File: src/rtl/pc_prefetch_fetch_pkg.sv
// Fetch-stage constants shared with the decode stage: PC stepping, reset vector
// and the opcode field that marks a HALT instruction.
package pc_prefetch_fetch_pkg;

   localparam int          PC_INC_DEF   = 2;
   localparam logic [15:0] RESET_PC_DEF = 16'h0000;

   // Opcode lives in the top OPCODE_W bits of the instruction word.
   localparam int                  OPCODE_W    = 4;
   localparam logic [OPCODE_W-1:0] HALT_OP_DEF = 4'hF;

   function automatic logic is_halt(input logic [OPCODE_W-1:0] opcode,
                                    input logic [OPCODE_W-1:0] halt_op);
      return opcode == halt_op;
   endfunction

endpackage

File: src/rtl/pc_prefetch_fetch_queue.sv
// Circular prefetch FIFO holding {pc, instr} pairs; head is always presented
// from registered storage so decode never sees a path from imem_rdata.
module fetch_queue #(
   parameter int ADDR_W = 16,
   parameter int DATA_W = 16,
   parameter int DEPTH  = 4,
   localparam int PTR_W = $clog2(DEPTH),
   localparam int CNT_W = PTR_W + 1
) (
   input  logic              clk,
   input  logic              rst,
   input  logic              flush,
   input  logic              push,
   input  logic [ADDR_W-1:0] push_pc,
   input  logic [DATA_W-1:0] push_instr,
   input  logic              pop,
   output logic              head_valid,
   output logic [ADDR_W-1:0] head_pc,
   output logic [DATA_W-1:0] head_instr,
   output logic [CNT_W-1:0]  count
);

   logic [PTR_W-1:0] rd_ptr_reg;
   logic [PTR_W-1:0] wr_ptr_reg;
   logic [CNT_W-1:0] count_reg;
   logic             do_push;
   logic             do_pop;

   logic [ADDR_W+DATA_W-1:0] entries [DEPTH];

   assign do_push = push & (count_reg != CNT_W'(DEPTH));
   assign do_pop  = pop & (count_reg != '0);

   generate
      for (genvar gi = 0; gi < DEPTH; gi++) begin : g_entry
         logic [ADDR_W+DATA_W-1:0] entry_reg;

         // Entries reset to zero so the head reads 0 straight out of reset.
         always_ff @(posedge clk or posedge rst) begin
            if (rst) begin
               entry_reg <= '0;
            end else if (do_push && !flush && wr_ptr_reg == PTR_W'(gi)) begin
               entry_reg <= {push_pc, push_instr};
            end
         end

         assign entries[gi] = entry_reg;
      end
   endgenerate

   always_ff @(posedge clk or posedge rst) begin
      if (rst) begin
         rd_ptr_reg <= '0;
         wr_ptr_reg <= '0;
         count_reg  <= '0;
      end else if (flush) begin
         rd_ptr_reg <= '0;
         wr_ptr_reg <= '0;
         count_reg  <= '0;
      end else begin
         if (do_push) wr_ptr_reg <= wr_ptr_reg + PTR_W'(1);
         if (do_pop)  rd_ptr_reg <= rd_ptr_reg + PTR_W'(1);
         count_reg <= count_reg + CNT_W'(do_push) - CNT_W'(do_pop);
      end
   end

   assign head_valid = (count_reg != '0);
   assign head_pc    = entries[rd_ptr_reg][ADDR_W+DATA_W-1:DATA_W];
   assign head_instr = entries[rd_ptr_reg][DATA_W-1:0];
   assign count      = count_reg;

endmodule

File: src/rtl/pc_prefetch_fetch.sv
// Instruction-fetch front end: PC register, single-outstanding pipelined imem
// requests with credit-based flow control, redirect/flush and HALT detection.
module pc_prefetch_fetch
   import pc_prefetch_fetch_pkg::*;
#(
   parameter int                  ADDR_W   = 16,
   parameter int                  DATA_W   = 16,
   parameter int                  DEPTH    = 4,
   parameter int                  PC_INC   = PC_INC_DEF,
   parameter logic [ADDR_W-1:0]   RESET_PC = RESET_PC_DEF,
   parameter logic [OPCODE_W-1:0] HALT_OP  = HALT_OP_DEF
) (
   input  logic              clk,
   input  logic              rst,
   input  logic              enable,
   input  logic              redirect_valid,
   input  logic [ADDR_W-1:0] redirect_pc,
   output logic              imem_req,
   output logic [ADDR_W-1:0] imem_addr,
   input  logic [DATA_W-1:0] imem_rdata,
   output logic              out_valid,
   input  logic              out_ready,
   output logic [DATA_W-1:0] out_instr,
   output logic [ADDR_W-1:0] out_pc,
   output logic              halted
);

   localparam int                CNT_W   = $clog2(DEPTH) + 1;
   localparam logic [ADDR_W-1:0] PC_STEP = ADDR_W'(PC_INC);

   logic [ADDR_W-1:0] pc_reg;
   logic [ADDR_W-1:0] req_pc_reg;
   logic              inflight_reg;
   logic              halted_reg;

   logic [CNT_W-1:0]  queue_count;
   logic [CNT_W:0]    occupancy;
   logic              credit;
   logic              issue;
   logic              push;
   logic              pop;
   logic              halt_hit;

   // An outstanding request already owns a slot, so it counts against credit.
   assign occupancy = {1'b0, queue_count} + {{CNT_W{1'b0}}, inflight_reg};
   assign credit    = occupancy < (CNT_W+1)'(DEPTH);
   assign issue     = ~rst & enable & ~halted_reg & ~redirect_valid & credit;

   // A response arriving in a redirect cycle or after HALT is dropped.
   assign push     = inflight_reg & ~halted_reg & ~redirect_valid;
   assign pop      = out_valid & out_ready;
   assign halt_hit = push & is_halt(imem_rdata[DATA_W-1 -: OPCODE_W], HALT_OP);

   always_ff @(posedge clk or posedge rst) begin
      if (rst) begin
         pc_reg       <= RESET_PC;
         req_pc_reg   <= '0;
         inflight_reg <= 1'b0;
         halted_reg   <= 1'b0;
      end else if (redirect_valid) begin
         pc_reg       <= redirect_pc;
         inflight_reg <= 1'b0;
         halted_reg   <= 1'b0;
      end else begin
         inflight_reg <= issue;
         if (issue) begin
            pc_reg     <= pc_reg + PC_STEP;
            req_pc_reg <= pc_reg;
         end
         if (halt_hit) halted_reg <= 1'b1;
      end
   end

   fetch_queue #(
      .ADDR_W (ADDR_W),
      .DATA_W (DATA_W),
      .DEPTH  (DEPTH)
   ) u_queue (
      .clk        (clk),
      .rst        (rst),
      .flush      (redirect_valid),
      .push       (push),
      .push_pc    (req_pc_reg),
      .push_instr (imem_rdata),
      .pop        (pop),
      .head_valid (out_valid),
      .head_pc    (out_pc),
      .head_instr (out_instr),
      .count      (queue_count)
   );

   assign imem_req  = issue;
   assign imem_addr = pc_reg;
   assign halted    = halted_reg;

endmodule

File: config.mk
export PLATFORM = sky130hd
export DESIGN_NAME = pc_prefetch_fetch
export DESIGN_NICKNAME = d
export VERILOG_FILES = /design/src/rtl/pc_prefetch_fetch_pkg.sv /design/src/rtl/pc_prefetch_fetch_queue.sv /design/src/rtl/pc_prefetch_fetch.sv
export SDC_FILE = /design/constraint.sdc
export NUM_CORES = 1
export LEC_CHECK = 0
export ABC_AREA = 1
export CAP_MARGIN = 20
export CORE_ASPECT_RATIO = 0.5
export CORE_MARGIN = 2
export CORE_UTILIZATION = 55
export CTS_CLUSTER_SIZE = 10
export DETAILED_ROUTE_END_ITERATION = 10
export PLACE_DENSITY_LB_ADDON = 0.3
export SLEW_MARGIN = 20
export SYNTH_ARGS = -nofsm -noshare
export SYNTH_HDL_FRONTEND = slang
export SYNTH_SLANG_ARGS = --single-unit
File: constraint.sdc
create_clock -name clk -period 7.4 [get_ports clk]
set_input_delay 1.48 -clock clk [delete_from_list [all_inputs] [get_ports clk]]
set_output_delay 1.48 -clock clk [all_outputs]
set_load 0.02 [all_outputs]
==> metrics.md <==
| Metric | Value |
|---|---|
| Largest register FFs | `128` |
| VDD IR max | `207 µV` |
| Final hold slack | `0.475 ns` |
| H-tree levels | `4` |
| Post-synthesis register bit count | `169` |
| I/O pins | `88` |
| Final Hold Viols | `0` |
| Worst slew pin tran | `1.00 ns` |
| CTS resizes | `0` |
| Tot Pwr | `3.30 mW` |
| Met1 global-route usage | `0.409` |
| Die H | `90.2 µm` |
| DRC Markers | `0` |
| R2R Path End | `u_queue.g_entry[0].entry_reg[26]$_DFFE_PP0P_` |
| Port bufs | `87` |
| Syn nets | `1075` |
| DRT Pass-1 Iters | `8` |
| Clk buf depth | `2` |
| Hold wc startpoint | `u_queue.g_entry[2].entry_reg[23]$_DFFE_PP0P_` |
| Clock-pin slew on the worst setup and hold paths | `0.06 ns` |
| Core area | `14500 µm²` |
| Average cell area after synthesis | `7.95 µm²` |
| Detailed Route WL | `21700 µm` |
| Layout cells sized above 1 | `0.0505` |
| WS Path Type | `input pin to primary output` |
| Hold Buf Count CTS | `0` |
| Antenna violations before repair | `0` |
| PD cells | `343 nW/µm²` |
| Initial DRC Count | `696` |
| Most frequent cells in the layout | `339 x nand2_1, 168 x dfrtp_1, 109 x o21ai_0, 107 x o21ai_1, 89 x nor2_1` |
| Cell area after synthesis | `8180 µm²` |
| Via Count | `7304` |
| Num CTS Buffers | `17` |
| Status | `complete, no violations` |
| Worst Skew | `0.0115 ns` |
| Area Growth Syn to Fin | `17.9%` |
| CTS tree | `done` |
| Largest net degree at the start of global routing | `91` |
| FP Rows | `31` |
| Post-CTS Setup Inserts | `0` |
| Via-to-Cell Ratio | `5.68` |
| Routed len/inst | `16.8 µm` |
| Initial Utilization | `0.564` |
| Post-DRT Antenna Nets | `0` |
| Setup TNS | `0 ns` |
| Met2 usage in global routing | `0.442` |
| Post-Synth Adder-Cell Area | `0.0147` |
| Clk Tree Root Cell | `clkbuf_16` |
| Sequential share of the synthesized area | `0.517` |
| Tightest Hold Check Type | `flip-flop to flip-flop` |
| RSZ-0062 raised after global routing | `no` |
| Crit. End Element | `primary output` |
| Reg2reg path depth | `7` |
| Simple-gate share of the synthesized area | `0.240` |
| Crit start category | `input pin` |
| Data required, critical path | `5.92 ns` |
| Leak | `4.87 nW` |
| Busiest grt layer | `met2` |
| Synth Area in Compound Gates | `0.161` |
| CP arrival | `3.64 ns` |
| Max-slew violation count | `0` |
| Distinct cells, synth | `23` |
| Total grt overflow | `0` |
| Launch point of the worst reg-to-reg path | `halted$_DFFE_PP0P_` |
| Post-route minimum period | `5.12 ns` |
| Mapped Cells | `1029` |
| Main combinational cell family by area after synthesis | `simple AND/OR/NAND/NOR gates` |
| Most common cell after layout, fill and taps aside | `nand2_1` |
| Max_cap viols | `0` |
| CP Launch Point | `rst` |
| WHS Path Cells | `2` |
| Post-Synth XOR/XNOR Area | `0.00321` |
| Hold endpoint | `u_queue.g_entry[2].entry_reg[23]$_DFFE_PP0P_` |
| Gr usage total | `0.284` |
| Nets@finish | `1122` |
| Post-synthesis mux area share | `0` |
| Routability Congestion | `0.815` |
| Design area | `9640 µm²` |
| Vias in the first global route | `7078` |
| DIE WIDTH | `176 µm` |
| Achievable clock frequency | `195 MHz` |
| Normalized max-slew margin | `0.330` |
| Clk sinks | `169` |
| Antenna Cells | `0` |
| Setup slack, reg-to-reg | `4.73 ns` |
| Final setup fails | `0` |
| Placed Area | `8980 µm²` |
| Synth warnings | `0` |
| Fill cells | `1202` |
| M3 GR Usage | `0.0516` |
| Final HPWL DP | `12200 µm` |
| Die area | `15900 µm²` |
| Tcrit/Tclk final | `0.692` |
| First-pass GRT wire length | `35600 µm` |
| CP max FO | `90` |
| Clk_lat worst skew | `0.42 ns` |
==> cell families after synthesis <==
family / after synthesis
buffers and inverters: 106
adder cells (fa/ha/maj): 9
AND/OR/NAND/NOR: 489
AO/OA/AOI/OAI: 253
XOR/XNOR: 3
flip-flops: 169
==> worst max-delay path by stage <==
stage                           to  slack [ns]  cells past startpoint
after global routing      imem_req        2.04                      7
after floorplan           imem_req        0.22                      5
after global placement    imem_req        2.25                      7
after detailed placement  imem_req        2.22                      7
final                     imem_req        2.28                      7
after CTS                 imem_req        2.21                      7
==> layer usage <==
metal,part of all wire,vias to the layer above
met5,0,-
li1,-,3470
met1,0.44,3465
met4,0.0089,0
met3,0.097,20
met2,0.46,349
==> report_power, final <==
part	switching (mW)	total (mW)	leakage (nW)	internal (mW)
Combinational	0.656	1.11	2.30	0.456
Clock	0.394	0.943	0.300	0.549
Sequential	0.153	1.25	2.27	1.09
Total	1.20	3.30	4.87	2.10
==> synth_stat cells, drive strengths merged <==
cell type  instances  share of area
dfrtp            169           0.52
clkbuf            28          0.013
nor2              95          0.049
o22ai             32          0.024
clkinv             1        0.00061
nand3             43          0.026
nor3               3         0.0018
fa                 1         0.0024
inv               37          0.017
a21boi             3         0.0028
ha                 8          0.012
o21ai            216           0.13
buf               40          0.033
xor2               3         0.0032
nand4              8         0.0061
nand2            340           0.16
a21oi              2         0.0012
==> critical path, cell delays in order <==
cell	delay, ns
clkdlybuf4s50_1	0.46
inv_6	0.61
nand2_1	0.12
nor2_1	0.13
nand2_1	0.10
nor2_1	0.11
clkdlybuf4s50_1	0.61
==> layout make-up <==
type | count | area (µm²) | area share
clock buffer | 18 | 439 | 0.0456
inverter | 38 | 150 | 0.0156
sequential | 169 | 4230 | 0.439
clock inverter | 14 | 183 | 0.0190
timing repair buffer | 96 | 962 | 0.0998
tap | 198 | 248 | 0.0257
multi-input combinational | 754 | 3430 | 0.355
==> per-stage QoR <==
step | utilization | setup WS [ns] | instances
after floorplan | - | 0.222 | 1029
final | 0.664 | 2.28 | 1287
after CTS | 0.662 | 2.21 | 1286
after global routing | 0.664 | 2.04 | 1287
after global placement | 0.619 | 2.25 | 1254
after detailed placement | 0.619 | 2.22 | 1254
Note: power is estimated with default switching activity, not from simulation.
